$ cat config.mk
export PLATFORM = sky130hd
export DESIGN_NAME = mc_control_fsm
export DESIGN_NICKNAME = d
export VERILOG_FILES = /design/src/rtl/mc_control_fsm_pkg.sv /design/src/rtl/mc_wait_counter.sv /design/src/rtl/mc_control_fsm.sv
export SDC_FILE = /design/constraint.sdc
export NUM_CORES = 1
export LEC_CHECK = 0
export CAP_MARGIN = 20
export CORE_UTILIZATION = 48
export CTS_CLUSTER_SIZE = 40
export DETAILED_ROUTE_END_ITERATION = 8
export GPL_ROUTABILITY_DRIVEN = 0
export HOLD_SLACK_MARGIN = 0.03
export PLACE_DENSITY = 0.94
export SYNTH_ARGS = -nofsm -noshare
export SYNTH_HDL_FRONTEND = slang
export SYNTH_HIERARCHICAL = 1
export SYNTH_SLANG_ARGS = --single-unit
$ cat constraint.sdc
create_clock -name clk -period 4.3 [get_ports clk]
set_input_delay 0.43 -clock clk [delete_from_list [all_inputs] [get_ports clk]]
set_output_delay 0.43 -clock clk [all_outputs]
set_load 0.01 [all_outputs]
$ cat src/rtl/mc_control_fsm_pkg.sv
// Shared encodings for the multicycle control unit: opcodes, FSM states and
// the datapath mux select / ALU op codes used by both the datapath and the bench.
package mc_control_fsm_pkg;

  typedef enum logic [3:0] {
    OP_ADD  = 4'd0,
    OP_SUB  = 4'd1,
    OP_AND  = 4'd2,
    OP_OR   = 4'd3,
    OP_ADDI = 4'd4,
    OP_LW   = 4'd5,
    OP_SW   = 4'd6,
    OP_BEQ  = 4'd7,
    OP_JMP  = 4'd8,
    OP_HLT  = 4'd15
  } opcode_t;

  typedef enum logic [3:0] {
    ST_RST_IDLE,
    ST_FETCH,
    ST_DECODE,
    ST_EXEC_R,
    ST_EXEC_I,
    ST_ALU_WB,
    ST_MEM_ADDR,
    ST_MEM_RD,
    ST_MEM_WB,
    ST_MEM_WR,
    ST_BRANCH,
    ST_JUMP,
    ST_HALT
  } state_t;

  typedef enum logic [1:0] {
    ALU_ADD = 2'd0,
    ALU_SUB = 2'd1,
    ALU_AND = 2'd2,
    ALU_OR  = 2'd3
  } alu_op_t;

  typedef enum logic [1:0] {
    ALUB_REGB = 2'd0,
    ALUB_ONE  = 2'd1,
    ALUB_SIMM = 2'd2,
    ALUB_ZIMM = 2'd3
  } alu_b_sel_t;

  typedef enum logic [1:0] {
    PCSRC_ALU    = 2'd0,
    PCSRC_ALUOUT = 2'd1,
    PCSRC_JUMP   = 2'd2
  } pc_src_sel_t;

  // States in which the FSM stalls on mem_ready and the wait counter runs.
  function automatic logic is_wait_state(input state_t s);
    return (s == ST_FETCH) || (s == ST_MEM_RD) || (s == ST_MEM_WR);
  endfunction

endpackage

$ cat src/rtl/mc_wait_counter.sv
// Memory-wait timeout counter: cleared on entry to a wait state, counts stalled
// cycles, saturates, and flags expiry once MEM_TIMEOUT stalls have accumulated.
module mc_wait_counter #(
  parameter int MEM_TIMEOUT = 0
) (
  input  logic clk,
  input  logic rst_n,
  input  logic clear,
  input  logic inc,
  output logic expired
);

  localparam int CNT_W = (MEM_TIMEOUT > 0) ? $clog2(MEM_TIMEOUT + 1) : 1;
  localparam logic [CNT_W-1:0] CNT_MAX = '1;
  localparam logic [CNT_W-1:0] CNT_LIMIT = CNT_W'(MEM_TIMEOUT);

  logic [CNT_W-1:0] count;

  always_ff @(posedge clk or negedge rst_n) begin
    if (!rst_n) begin
      count <= '0;
    end else if (clear) begin
      count <= '0;
    end else if (inc && (count != CNT_MAX)) begin
      count <= count + CNT_W'(1);
    end
  end

  // A zero MEM_TIMEOUT means wait forever.
  assign expired = (MEM_TIMEOUT > 0) && (count >= CNT_LIMIT);

endmodule

$ cat src/rtl/mc_control_fsm.sv
// Multicycle control FSM for the 16-bit RISC core: sequences fetch/decode/
// execute/memory/writeback and drives every datapath select and write enable.
module mc_control_fsm
  import mc_control_fsm_pkg::*;
#(
  parameter int OPCODE_W    = 4,
  parameter int MEM_TIMEOUT = 0
) (
  input  logic                clk,
  input  logic                rst_n,
  input  logic [OPCODE_W-1:0] ir_opcode,
  input  logic                zero,
  input  logic                mem_ready,
  output logic                pc_we,
  output logic                ir_we,
  output logic                mem_re,
  output logic                mem_we,
  output logic                iord_sel,
  output logic                alu_a_sel,
  output logic [1:0]          alu_b_sel,
  output logic [1:0]          alu_op,
  output logic [1:0]          pc_src_sel,
  output logic                reg_we,
  output logic                wb_sel,
  output logic                reg_dst_sel,
  output logic                halted,
  output logic                mem_err
);

  state_t     state;
  state_t     state_next;
  logic [3:0] op;
  logic       wait_inc;
  logic       wait_clear;
  logic       wait_expired;
  logic       timeout_hit;

  assign op          = 4'(ir_opcode);
  assign wait_inc    = is_wait_state(state) && !mem_ready;
  assign wait_clear  = is_wait_state(state_next) && (state_next != state);
  assign timeout_hit = wait_inc && wait_expired;

  mc_wait_counter #(
    .MEM_TIMEOUT(MEM_TIMEOUT)
  ) u_wait_counter (
    .clk    (clk),
    .rst_n  (rst_n),
    .clear  (wait_clear),
    .inc    (wait_inc),
    .expired(wait_expired)
  );

  always_ff @(posedge clk or negedge rst_n) begin
    if (!rst_n) begin
      state   <= ST_RST_IDLE;
      mem_err <= 1'b0;
    end else begin
      state <= state_next;
      if (timeout_hit) begin
        mem_err <= 1'b1;
      end
    end
  end

  always_comb begin
    state_next = state;
    case (state)
      ST_RST_IDLE: state_next = ST_FETCH;
      ST_FETCH: begin
        if (mem_ready)         state_next = ST_DECODE;
        else if (wait_expired) state_next = ST_HALT;
      end
      ST_DECODE: begin
        case (op)
          OP_ADD, OP_SUB, OP_AND, OP_OR: state_next = ST_EXEC_R;
          OP_ADDI:                       state_next = ST_EXEC_I;
          OP_LW, OP_SW:                  state_next = ST_MEM_ADDR;
          OP_BEQ:                        state_next = ST_BRANCH;
          OP_JMP:                        state_next = ST_JUMP;
          OP_HLT:                        state_next = ST_HALT;
          default:                       state_next = ST_FETCH;
        endcase
      end
      ST_EXEC_R, ST_EXEC_I: state_next = ST_ALU_WB;
      ST_ALU_WB:   state_next = ST_FETCH;
      ST_MEM_ADDR: state_next = (op == OP_LW) ? ST_MEM_RD : ST_MEM_WR;
      ST_MEM_RD: begin
        if (mem_ready)         state_next = ST_MEM_WB;
        else if (wait_expired) state_next = ST_HALT;
      end
      ST_MEM_WB: state_next = ST_FETCH;
      ST_MEM_WR: begin
        if (mem_ready)         state_next = ST_FETCH;
        else if (wait_expired) state_next = ST_HALT;
      end
      ST_BRANCH, ST_JUMP: state_next = ST_FETCH;
      ST_HALT:  state_next = ST_HALT;
      default:  state_next = ST_RST_IDLE;
    endcase
  end

  // FETCH gates ir_we/pc_we with mem_ready so IR and PC load exactly once.
  always_comb begin
    pc_we       = 1'b0;
    ir_we       = 1'b0;
    mem_re      = 1'b0;
    mem_we      = 1'b0;
    iord_sel    = 1'b0;
    alu_a_sel   = 1'b0;
    alu_b_sel   = ALUB_REGB;
    alu_op      = ALU_ADD;
    pc_src_sel  = PCSRC_ALU;
    reg_we      = 1'b0;
    wb_sel      = 1'b0;
    reg_dst_sel = 1'b0;
    halted      = 1'b0;
    case (state)
      ST_FETCH: begin
        mem_re    = 1'b1;
        ir_we     = mem_ready;
        pc_we     = mem_ready;
        alu_b_sel = ALUB_ONE;
      end
      ST_DECODE: alu_b_sel = ALUB_SIMM;
      ST_EXEC_R: begin
        alu_a_sel = 1'b1;
        alu_op    = op[1:0];
      end
      ST_EXEC_I, ST_MEM_ADDR: begin
        alu_a_sel = 1'b1;
        alu_b_sel = ALUB_SIMM;
      end
      ST_ALU_WB: begin
        reg_we      = 1'b1;
        reg_dst_sel = (op == OP_ADDI);
      end
      ST_MEM_RD: begin
        mem_re   = 1'b1;
        iord_sel = 1'b1;
      end
      ST_MEM_WB: begin
        reg_we      = 1'b1;
        wb_sel      = 1'b1;
        reg_dst_sel = 1'b1;
      end
      ST_MEM_WR: begin
        mem_we   = 1'b1;
        iord_sel = 1'b1;
      end
      ST_BRANCH: begin
        alu_a_sel  = 1'b1;
        alu_op     = ALU_SUB;
        pc_src_sel = PCSRC_ALUOUT;
        pc_we      = zero;
      end
      ST_JUMP: begin
        pc_src_sel = PCSRC_JUMP;
        pc_we      = 1'b1;
      end
      ST_HALT: halted = 1'b1;
      default: ;
    endcase
  end

endmodule

==> flow_summary.toml <==
[setup_path]
max_stage_delay_ns = 0.70
required_ns = 3.87
crit_type = "reg -> out"
cp-start-kind = "flip-flop"
path_cells = "nor2b_1 > nand4_1 > a21oi_1 > clkdlybuf4s50_1"
crit_slowest_cell = "dfrtp_1"
rr_startpoint = "state[0]$_DFF_PN0_"
endpoint_kind = "output pin"
cp_data_arrival_time_ns = 2.35
crit_fanout = 18
crit_start = "state[0]$_DFF_PN0_"

[global_routing]
gr-usage-met2_pct = 31.85
grt_overflow = 0
grt_pass1_wl_um = 2566
use_met1_pct = 34.69
grt_util_met3_pct = 6.111
grt_busiest_layer = "met1"
grt_max_degree = 23
grt_usage_pct = 25.29
grt_pass1_vias = 578
antenna_found_initial = 0

[placed_design]
pre_cts_slack_ns = 1.796
hpwl_um = 1156
dpl.cell_count = 120
port_buffers = 24
post_dp_cell_area_um2 = 888.4

[cells_and_area]
final_common_cell = "clkdlybuf4s50_1"
final_cells = 124
nFillCells = 103
diodes = 0
fin_nets = 118
area_growth_syn_to_layout_pct = 31.47
final_cell_area_um2 = 914.6
fin_util_pct = 69.42
regArea_um2 = 125.1
layout_common_cells = "clkdlybuf4s50_1, nor2_1, nor2b_1, a21oi_1"
drive_gt1_share_pct = 9.174
multi_input_area_um2 = 500.5

[pwr]
p_per_area_nw_per_um2 = 660.3
power_switching_share_pct = 47.44
p_comb_share_pct = 65.5
leakagePower_nw = 0.3368
finalPower_mw = 0.6039
internal_power_mw = 0.3174
pwr-share-seq_pct = 25.7
pwr-share-clk_pct = 8.9
p_switching_mw = 0.2865
vdd_ir_drop_max_mv = 0.3179

[route]
wl_per_cell_um = 13.59
drtPass1Iterations = 6
vias_per_cell = 6.113
drcViolationCount = 0
antenna_left = 0
drt-total-wl_um = 1685
via_count = 758
dr.first_iter.drc_count = 21

[clocking]
insertion_delay_ns = 0.24
cts_hold_buf = 0
clkTransAtPathRegs_ns = 0.04
cts-resized-gates = 0
cts.sink_count = 5
ctsLongestPathBuffers = 2
h-tree-depth = 1
cts_tree = "done"
root_buffer = "clkbuf_4"
cts_made_buffers = 3
post_cts_buffers = 0

[timing]
tightest_slew_ns = 0.6570
clock_skew_ns = 0.001484
setup_ws_ns = 1.524
slew_viol_final = 0
fin_crit_ns = 2.776
hold_ws_ns = 0.4011
min_period_over_period_pct = 64.57
rsz0062_at_grt = "no"
slew_headroom_pct = 56.20
setup_viol = 0
setup_tns_ns = 0
fmax_mhz = 360.2
hold_viol = 0

[run]
maxCapViolations = 0

[synth]
syn_avg_cell_area_um2 = 7.562
netlist_area_um2 = 695.7
syn_nets = 100
ys_warn_count = 6
syn_inst = 92

[min_path]
hold_class = "in -> async"

[floorplan]
placementRows = 13
chipHeight_um = 40.07
start_util_pct = 52.80
die_w_um = 40.07
ios = 25
fp.coreArea_um2 = 1318
die_area_um2 = 1606

[run_status]
status = "complete, no violations"
-- flip-flops by register name (all words and copies together) (netlist names) --
register  count
state         4
mem_err       1
-- power by group through the flow --
| stage | sequential, mW | clock [mW] | combinational [mW] |
|---|---|---|---|
| 2_1_floorplan | 0.0773 | 0 | 0.325 |
| 3_5_place_dp | 0.153 | 0 | 0.390 |
| 5_1_grt | 0.162 | 0.0583 | 0.431 |
| 4_1_cts | 0.152 | 0.0547 | 0.394 |
| 6_report | 0.155 | 0.0536 | 0.395 |
| 3_3_place_gp | 0.150 | 0 | 0.387 |
-- worst max-delay path, delay by kind of cell (launching register included) --
family          cells  cell delay [ns]
simple gates        2             0.67
compound gates      1             0.18
buf+inv             1             0.55
flops               1             0.70
-- metal layers --
layer	vias to the layer above	part of all wire, %
met5	-	0
met4	0	2.8
met3	7	4.8
met2	31	48
met1	348	44
li1	372	-
-- final timing paths --
kind | depth (start not counted) | slack, ns | end
worst max-delay path | 4 | 1.52 | reg_dst_sel
worst min-delay path | 1 | 0.40 | state[3]$_DFF_PN0_
worst min register to register | 1 | 0.46 | mem_err$_DFFE_PN0P_
worst max register to register | 4 | 2.53 | state[3]$_DFF_PN0_
max in group asynchronous | 1 | 3.72 | state[1]$_DFF_PN0_
min in group clk | 1 | 0.46 | mem_err$_DFFE_PN0P_
-- cell type report --
class	count	area share, %
well taps	15	2.052
inverters	1	0.4104
flip-flops and latches	5	13.68
multi-input cells	75	54.72
clock buffers	4	2.873
repair buffers	24	26.27
Note: power is estimated with default switching activity, not from simulation.
